<file path="config.mk">
export PLATFORM = sky130hd
export DESIGN_NAME = ram_lane_dp
export DESIGN_NICKNAME = d
export VERILOG_FILES = /design/src/rtl/ram_pkg.sv /design/src/rtl/ram_lane.sv /design/src/rtl/ram_lane_dp.sv
export SDC_FILE = /design/constraint.sdc
export NUM_CORES = 1
export LEC_CHECK = 0
export CORE_ASPECT_RATIO = 1.25
export CORE_UTILIZATION = 40
export DETAILED_ROUTE_END_ITERATION = 8
export DONT_BUFFER_PORTS = 1
export HOLD_SLACK_MARGIN = 0.1
export PLACE_DENSITY = 0.52
export RECOVER_POWER = 100
export SLEW_MARGIN = 20
export SYNTH_ARGS = -nofsm -noshare
export SYNTH_HDL_FRONTEND = slang
export SYNTH_HIERARCHICAL = 1
export SYNTH_SLANG_ARGS = --single-unit
</file>
<file path="constraint.sdc">
create_clock -name clk -period 2.7 [get_ports clk]
set_input_delay 0.405 -clock clk [delete_from_list [all_inputs] [get_ports clk]]
set_output_delay 0.405 -clock clk [all_outputs]
set_load 0.01 [all_outputs]
</file>
<file path="src/rtl/ram_pkg.sv">
// ram_pkg: shared constants, clear-FSM state encoding and lane merge helper for ram_lane_dp
package ram_pkg;
    localparam int RDW_OLD = 0;
    localparam int RDW_NEW = 1;
    localparam int LANE_MAX = 64;
    typedef enum logic {ST_INIT, ST_RUN} state_t;
    function automatic logic [LANE_MAX-1:0] lane_merge(
        input logic [LANE_MAX-1:0] old_d,
        input logic [LANE_MAX-1:0] new_d,
        input logic be
    );
        return be ? new_d : old_d;
    endfunction
endpackage

</file>
<file path="src/rtl/ram_lane.sv">
// ram_lane: one DW-bit lane, 2^AW deep, one write port and one registered read port
module ram_lane #(
    parameter int AW = 5,
    parameter int DW = 8
) (
    input  logic          clk,
    input  logic          rst,
    input  logic          we,
    input  logic [AW-1:0] wa,
    input  logic [DW-1:0] wd,
    input  logic          re,
    input  logic [AW-1:0] ra,
    output logic [DW-1:0] rd
);
    logic [DW-1:0] mem [2**AW];
    always_ff @(posedge clk)
        if (we) mem[wa] <= wd;
    // Only the read register is reset; the array itself is cleared by the top's sequencer.
    always_ff @(posedge clk or posedge rst)
        if (rst) rd <= '0;
        else if (re) rd <= mem[ra];
endmodule

</file>
<file path="src/rtl/ram_lane_dp.sv">
// ram_lane_dp: simple-dual-port RAM with per-lane write enables, 1/2-cycle read latency,
// selectable read-during-write result and a post-reset clear sequencer
module ram_lane_dp
    import ram_pkg::*;
#(
    parameter int AW       = 5,
    parameter int DW       = 8,
    parameter int DN       = 1,
    parameter int RD_LAT   = 1,
    parameter int RDW_MODE = 0,
    parameter int INIT_CLR = 1
) (
    input  logic               clk,
    input  logic               rst,
    input  logic               w_en,
    input  logic [AW-1:0]      w_addr,
    input  logic [DN-1:0]      w_be,
    input  logic [DN*DW-1:0]   w_data,
    input  logic               r_en,
    input  logic [AW-1:0]      r_addr,
    output logic [DN*DW-1:0]   r_data,
    output logic               r_valid,
    output logic               init_busy
);
    localparam bit NEW_DATA = (RDW_MODE != RDW_OLD);
    localparam state_t RST_ST = (INIT_CLR != 0) ? ST_INIT : ST_RUN;
    state_t state, state_n;
    logic [AW-1:0] clr_addr, clr_addr_n;
    logic rd_go, wr_go, hit, v1;
    logic [DN-1:0] be1;
    logic [DN*DW-1:0] wd1, merged;
    assign init_busy = (state == ST_INIT);
    assign rd_go = r_en & ~init_busy;
    assign wr_go = w_en & ~init_busy;
    always_ff @(posedge clk or posedge rst)
        if (rst) begin
            state <= RST_ST;
            clr_addr <= '0;
        end else begin
            state <= state_n;
            clr_addr <= clr_addr_n;
        end
    always_comb begin
        state_n = state;
        clr_addr_n = clr_addr;
        if (state == ST_INIT) begin
            clr_addr_n = clr_addr + 1'b1;
            if (clr_addr == '1) state_n = ST_RUN;
        end
    end
    // Capture the write that collided with this read so the merged word can be formed after the edge.
    always_ff @(posedge clk or posedge rst)
        if (rst) begin
            v1 <= 1'b0;
            hit <= 1'b0;
            be1 <= '0;
            wd1 <= '0;
        end else begin
            v1 <= rd_go;
            if (rd_go) begin
                hit <= wr_go & (w_addr == r_addr);
                be1 <= w_be;
                wd1 <= w_data;
            end
        end
    for (genvar i = 0; i < DN; i++) begin : g_lane
        logic [DW-1:0] q;
        ram_lane #(.AW(AW), .DW(DW)) u_lane (
            .clk(clk),
            .rst(rst),
            .we(init_busy | (wr_go & w_be[i])),
            .wa(init_busy ? clr_addr : w_addr),
            .wd(init_busy ? {DW{1'b0}} : w_data[i*DW +: DW]),
            .re(rd_go),
            .ra(r_addr),
            .rd(q)
        );
        assign merged[i*DW +: DW] = DW'(lane_merge(LANE_MAX'(q), LANE_MAX'(wd1[i*DW +: DW]),
                                                   NEW_DATA & hit & be1[i]));
    end
    if (RD_LAT == 1) begin : g_lat1
        assign r_data = merged;
        assign r_valid = v1;
    end else begin : g_lat2
        logic [DN*DW-1:0] d2;
        logic v2;
        always_ff @(posedge clk or posedge rst)
            if (rst) begin
                v2 <= 1'b0;
                d2 <= '0;
            end else begin
                v2 <= v1;
                if (v1) d2 <= merged;
            end
        assign r_data = d2;
        assign r_valid = v2;
    end
endmodule

</file>
==> summary.txt, run 1 <==
Floorplanning
  – Die X: about 150 um
  – Die Y: 186.2 um
  – I/O pins: 33
  – Full die area: 27820 sq um
  – Effective utilization at floorplan: roughly two fifths
  – Cell Rows: 67
  – Core footprint: between 20000 and 30000 sq um

STA
  – WHS: around 280 ps
  – Fmax: around 410 MHz
  – Rel. slew slack: between 30% and 40%
  – Final period utilization: 90.85%
  – Final Max Tran Viols: 0
  – RSZ-0062 raised after global routing: false
  – Min Tclk post-route: 2453 ps
  – Clk_skew: ~6.6 ps
  – Worst Tran Pin Value: 949.4 ps
  – Sum Neg Setup Slack: 0 ps
  – Hold Vio Cnt, Final: 0
  – Final number of setup-violating endpoints: 0

CTS
  – Max Buffers Root-to-Sink: 3
  – Clk Latency, worst-skew pair: approximately 520 ps
  – Num Clock Sinks: about 270
  – Root Buffer: clkbuf_16
  – Clock transition at the registers of the reported paths: 60 ps
  – TritonCTS clock tree: done
  – # H-tree levels: 1
  – CTS buffer count: 27

Synthesis
  – Area share of the largest cell type after synthesis: 70.78%
  – EDFF count, synth: 256
  – Dominant cells by area after synthesis: edfxtp_1 71%, mux2i_1 12%, a22oi_1 4.4%
  – Synth Flop Type: edfxtp_1
  – Cell taking the most area after synthesis: edfxtp_1
  – Distinct cells, synth: 30
  – Async SR Flop Fraction: under 10%
  – Syn nets: ~660
  – Synthesis-stage register bit count: 271
  – Syn avg cell area: 17.24 sq um
  – Post-synthesis sequential area ratio: around 74%
  – Synth Cell Area: around 11000 sq um
  – Yosys warning count: 6
  – Most frequent cell after synthesis: edfxtp_1
  – Most frequent cells after synthesis: 256 x edfxtp_1, 128 x mux2i_1, 64 x a22oi_1
  – Syn Inst Count: between 600 and 700

Critical path
  – Critical Path End Type: flop
  – Worst Path Required: about 2900 ps
  – CP bufs+invs: 1
  – Worst EP arrival: about 2600 ps
  – Critical Path Fanout Max: 11
  – R2R Setup Slk: about 250 ps
  – CP delay by family, top: simple AND/OR/NAND/NOR gates
  – Kind of critical path: reg2reg
  – Max stage delay cell, worst path: or3b_2
  – Worst Setup Start Kind: flop
  – Critical-path cell list: mux2_1 -> or3b_2 -> nor2_1 -> clkbuf_1
  – Crit path largest cell delay: a little over 600 ps

Min path
  – Min-delay worst type: in2async

Pwr
  – Total Power: between 8 and 9 mW
  – Pwr Density: approximately 700 nW/um^2
  – Internal: roughly 7 mW
  – Combinational Power Share: roughly 4.4%
  – P_sw: 1.718 mW
  – Switching share of power: 20.18%
  – Seq pwr share: between 50% and 60%
  – Max IR drop VDD: between 0.0004 and 0.0005 V
  – Static leakage: approximately 4.2 nW
  – Power share of the clock group: 41.0%

Cells and area
  – Multi-input gate area: between 2000 and 3000 sq um
  – ANT cells: 0
  – Nets@finish: 697
  – Share of cells above drive strength 1: between 10% and 20%
  – Fillcell total: between 2000 and 2500
  – Post-layout util: approximately 46%
  – Register area: 8063 sq um
  – Layout area overhead: 12.07%

Route
  – DR vias/cell: roughly 5.5
  – Initial detailed-routing violation count: about 440
  – Drt pass-1 iters: 5
  – Vias: about 5700
  – Remaining antenna violation count: 0
  – Routed WL per cell: between 20 and 25 um
  – Drt total wl: between 20 and 30 mm
  – # DRC: 0

Global route
  – Largest net degree at the start of global routing: 129
  – Initial antenna violation count: 0
  – Global route overflow: 0
  – Global Route Usage Sum: between 10% and 20%
  – First-pass GRT wire length: ~37 mm
  – Vias in the first global route: 5830

Placed design
  – RePlAce Congestion: about 0.86
  – Port Buf Inserts: 0
  – Final HPWL DP: around 16 mm

Outcome
  – Status: complete, no violations

Job
  – Max Cap Viol: 0
cell usage in the layout, fill, tap and decap left out, drive strengths merged, types with 10 or more instances in the layout:
cell type and count:
a21oi 32, dfrtp 15, clkbuf 66, edfxtp 256, buf 21, nor2 34
mux2i 128, a22oi 64, and2 10, mux2 15
per-stage QoR:
| step | instance area, sq um | setup WS (ps) | instances |
|---|---|---|---|
| floorplan | 10860 | 466.5 | 630 |
| global placement | 11440 | 492.8 | 987 |
| detailed placement | 11440 | 435.9 | 987 |
| CTS | 12280 | 418.2 | 1036 |
| global route | 12170 | 167.2 | 1036 |
| finish | 12170 | 247.2 | 1036 |
power groups by stage:
| stage | Clock, mW | Combinational, mW | Sequential (mW) |
|---|---|---|---|
| CTS | 3.56 | 0.388 | 4.65 |
| global route | 3.71 | 0.400 | 4.65 |
| floorplan | 0 | 0.289 | 4.73 |
| global placement | 0 | 0.381 | 4.74 |
| finish | 3.49 | 0.374 | 4.65 |
| detailed placement | 0 | 0.386 | 4.74 |
worst paths after layout:
check / end / from / depth (start not counted)
min reg2reg: clr_addr[3] / clr_addr[3] / 1
max in group asynchronous: g_lane[0].u_lane/rd[7] / rst / 2
max: g_lane[0].u_lane/mem[12][4] / state / 4
min in group clk: clr_addr[3] / clr_addr[3] / 1
min: r_valid / rst / 2
max reg2reg: g_lane[0].u_lane/mem[12][4] / state / 4
state kept, by name, summed over array words and instances (netlist names):
register / cells
g_lane.u_lane/rd: 8
g_lane.u_lane/mem: 256
r_valid: 1
state: 1
clr_addr: 5
per-layer routing:
layer  global-route usage, %  up-vias  share of wire [%]
met5                       0        -                  0
met4                   6.776        0                3.0
met3                   2.780       49                5.5
met2                   32.30      176                 50
met1                   23.34     2895                 42
li1                        -     2565                  -
worst reg2reg max path, cell delays in order, from the launching register on:
cell	delay [ps]
dfrtp_1	590
mux2_1	410
or3b_2	620
nor2_1	150
clkbuf_1	340
repair_timing:
item | in CTS | in global routing
setup buffers | 0 | 0
hold endpoints to repair | 15 | 0
resized for setup | 0 | 0
hold buffers | 1 | 0
area by class of cell:
type                    count  share of cell area (%)
flip-flops and latches    271                   66.24
multi-input cells         320                   20.96
clock buffers              39                   6.249
well taps                 345                   3.546
repair buffers             49                   2.344
clock inverters             9                  0.5756
inverters                   3                 0.09251
cells by family (layout without fill, tap and decap cells):
| group | after synthesis | count (layout) | share of synthesized area (%) |
|---|---|---|---|
| DFF | 271 | 271 | 74.23 |
| and+or+nand+nor | 76 | 76 | 3.629 |
| buffers and inverters | 39 | 100 | 2.177 |
| xor gates and xnor gates | 3 | 3 | 0.2420 |
| muxes | 143 | 143 | 13.59 |
| adders and majority gates | 2 | 2 | 0.2304 |
| AOI/OAI and AO/OA | 96 | 96 | 5.898 |
Note: power is estimated with default switching activity, not from simulation.
==> run 2, diff against run 1 <==
Settings changed: PLACE_DENSITY 0.52 to 0.54.
Clock period 2.7 ns to 2.2 ns, I/O delays scaled along.
==> summary.txt, run 2 (synthesized netlist as in run 1, its figures left out) <==
Outcome
  – Status: complete, no violations

Global route
  – Global route overflow: 0 (unchanged)
  – First-pass GRT wire length: 36.21 mm (-2.0%)
  – Met1 usage: 24.90% (+1.6 points)
  – GR Util met3: 2.634% (-0.15 points)
  – Met2 GRT Util: 29.74% (-2.6 points)
  – Global Route Usage Sum: 18.18% (-0.36 points)
  – Largest net degree at the start of global routing: 129 (unchanged)
  – GR peak layer: met2
  – Vias in the first global route: 5717 (-1.9%)
  – Initial antenna violation count: 0 (unchanged)

Cells and area
  – Largest Register: g_lane.u_lane/mem
  – Nets@finish: 703 (+0.86%)
  – Share of cells above drive strength 1: 14.92% (+2.2 points)
  – ANT cells: 0 (unchanged)
  – Max FFs per register: 256 (unchanged)
  – Most frequent cells in the layout: 256 x edfxtp_1, 128 x mux2i_1, 64 x a22oi_1
  – Commonest non-fill, non-tap cell in the layout: edfxtp_1
  – Design area: 12260 sq um (+0.70%)
  – Top flop regs: g_lane.u_lane/mem (256), g_lane.u_lane/rd (8), clr_addr (5)
  – Fillcell total: 2256 (-0.57%)
  – Post-layout util: 45.84% (+0.32 points)
  – Post-route insts no fill: 1042 (+0.58%)
  – Layout area overhead: 12.86%

STA
  – Sum Neg Setup Slack: 0 ps (unchanged)
  – Worst Tran Pin Value: 935.8 ps (-13.59 ps)
  – Final period utilization: 93.46% (+2.6 points)
  – Clk_skew: 9.110 ps (+2.494 ps)
  – Min Tclk post-route: 2056 ps (-396.7 ps)
  – Final Max Tran Viols: 0 (unchanged)
  – Fmax: 486.3 MHz (+19%)
  – Rel. slew slack: 37.61% (+0.91 points)
  – Hold Vio Cnt, Final: 0 (unchanged)
  – Final number of setup-violating endpoints: 0 (unchanged)
  – WHS: 201.0 ps (-78.62 ps)
  – RSZ-0062 raised after global routing: false

CTS
  – Clock transition at the registers of the reported paths: 60 ps (about the same)
  – Num Clock Sinks: 271 (unchanged)
  – TritonCTS clock tree: done
  – CTS buffer count: 25 (-7.4%)
  – Max Buffers Root-to-Sink: 3 (unchanged)
  – Clk Latency, worst-skew pair: 530 ps (about the same)
  – # H-tree levels: 1 (unchanged)
  – Root Buffer: clkbuf_16
  – Post-CTS setup buffer count: 0 (unchanged)

Min path
  – Min-delay worst type: in2async

Floorplanning
  – I/O pins: 33 (unchanged)
  – Core footprint: 26740 sq um (unchanged)
  – Die X: 149.4 um (unchanged)
  – Cell Rows: 67 (unchanged)
  – Die Y: 186.2 um (unchanged)
  – Full die area: 27820 sq um (unchanged)
  – Effective utilization at floorplan: 40.62% (unchanged)

Pwr
  – Static leakage: 4.267 nW (+1.1%)
  – Seq pwr share: 54.4% (-0.2 points)
  – Switching share of power: 20.98% (+0.80 points)
  – P_sw: 2.202 mW (+28%)
  – Power share of the clock group: 41.1% (about the same)
  – Combinational Power Share: 4.5% (about the same)
  – Pwr Density: 856.0 nW/um^2 (+22%)
  – Max IR drop VDD: 0.0006066 V (+35%)
  – Internal: 8.291 mW (+22%)

Route
  – DR vias/cell: 5.420 (-1.2%)
  – Drt total wl: 24.58 mm (-2.2%)
  – Vias: 5648 (-0.65%)
  – Drt pass-1 iters: 4 (-1)
  – Remaining antenna violation count: 0 (unchanged)
  – Initial detailed-routing violation count: 618 (+40%)
  – # DRC: 0 (unchanged)
  – Routed WL per cell: 23.59 um (-2.7%)

Critical path
  – Reg2Reg Depth: 4 (unchanged)
  – Setup crit start: state
  – Critical Path Fanout Max: 8 (-3)
  – Worst Setup Start Kind: flop
  – Worst R2R Start: state
  – Worst Path Required: 2430 ps (-450 ps)
  – Critical Path End Type: flop
  – Worst EP arrival: 2280 ps (-350 ps)
  – Kind of critical path: reg2reg

Placed design
  – RePlAce Congestion: 0.8440 (-1.7%)
  – Final HPWL DP: 15.79 mm (+0.22%)
  – Port Buf Inserts: 0 (unchanged)
  – Placed cells: 995 (+0.81%)
  – Placement Cell Area: 11550 sq um (+0.96%)

Job
  – Max Cap Viol: 0 (unchanged)
## run 2: worst max-delay path, cell delays in order (launching register included)
cell and delay, ps:
dfrtp_2 470, mux2_4 360, or3b_2 560, nor2_1 140, clkbuf_2 220
## run 2: final timing paths
kind                                                    end  slack, ps
worst max-delay path            g_lane[0].u_lane/mem[18][0]        140
worst min-delay path                                r_valid        200
worst max register to register  g_lane[0].u_lane/mem[18][0]        140
worst min register to register                  clr_addr[2]        520
max in group asynchronous                             state       1760
min in group clk                                    r_valid        260
## run 2: cell type report
cell class	count	area, sq um	area share (%)
clock inverter	15	130.1	1.062
timing repair buffer	57	345.3	2.817
clock buffer	31	710.7	5.798
sequential	271	8064	65.79
multi-input combinational	320	2565	20.92
inverter	3	11.26	0.09186
tap	345	431.7	3.521
## run 2: routing by layer
metal  up-vias  part of all wire, %  routed length [um]
li1       2571                    -                   -
met1      2847                   43               10630
met2       193                   48               11900
met3        37                  5.8                1428
met4         0                  2.5                 626
met5         -                    0                   0
## run 2: through the flow
step                power (mW)  setup WS [ps]
floorplan                6.163         -33.45
global placement         6.298          58.32
detailed placement       6.304          40.94
CTS                      10.60          15.42
global route             10.80          64.42
finish                   10.49          143.8
## run 2: power by group through the flow
stage	clock [mW]	sequential (mW)	combinational [mW]
after global routing	4.59	5.71	0.500
after global placement	0	5.82	0.479
after CTS	4.40	5.71	0.487
final	4.31	5.71	0.469
after detailed placement	0	5.82	0.485
after floorplan	0	5.81	0.355
## run 2: what timing repair did
item | 4_1_cts | 5_1_grt
hold buffers | 1 | 0
endpoints found under the setup margin | 0 | 64
resized for setup | 0 | 2
endpoints found under the hold margin | 15 | 0
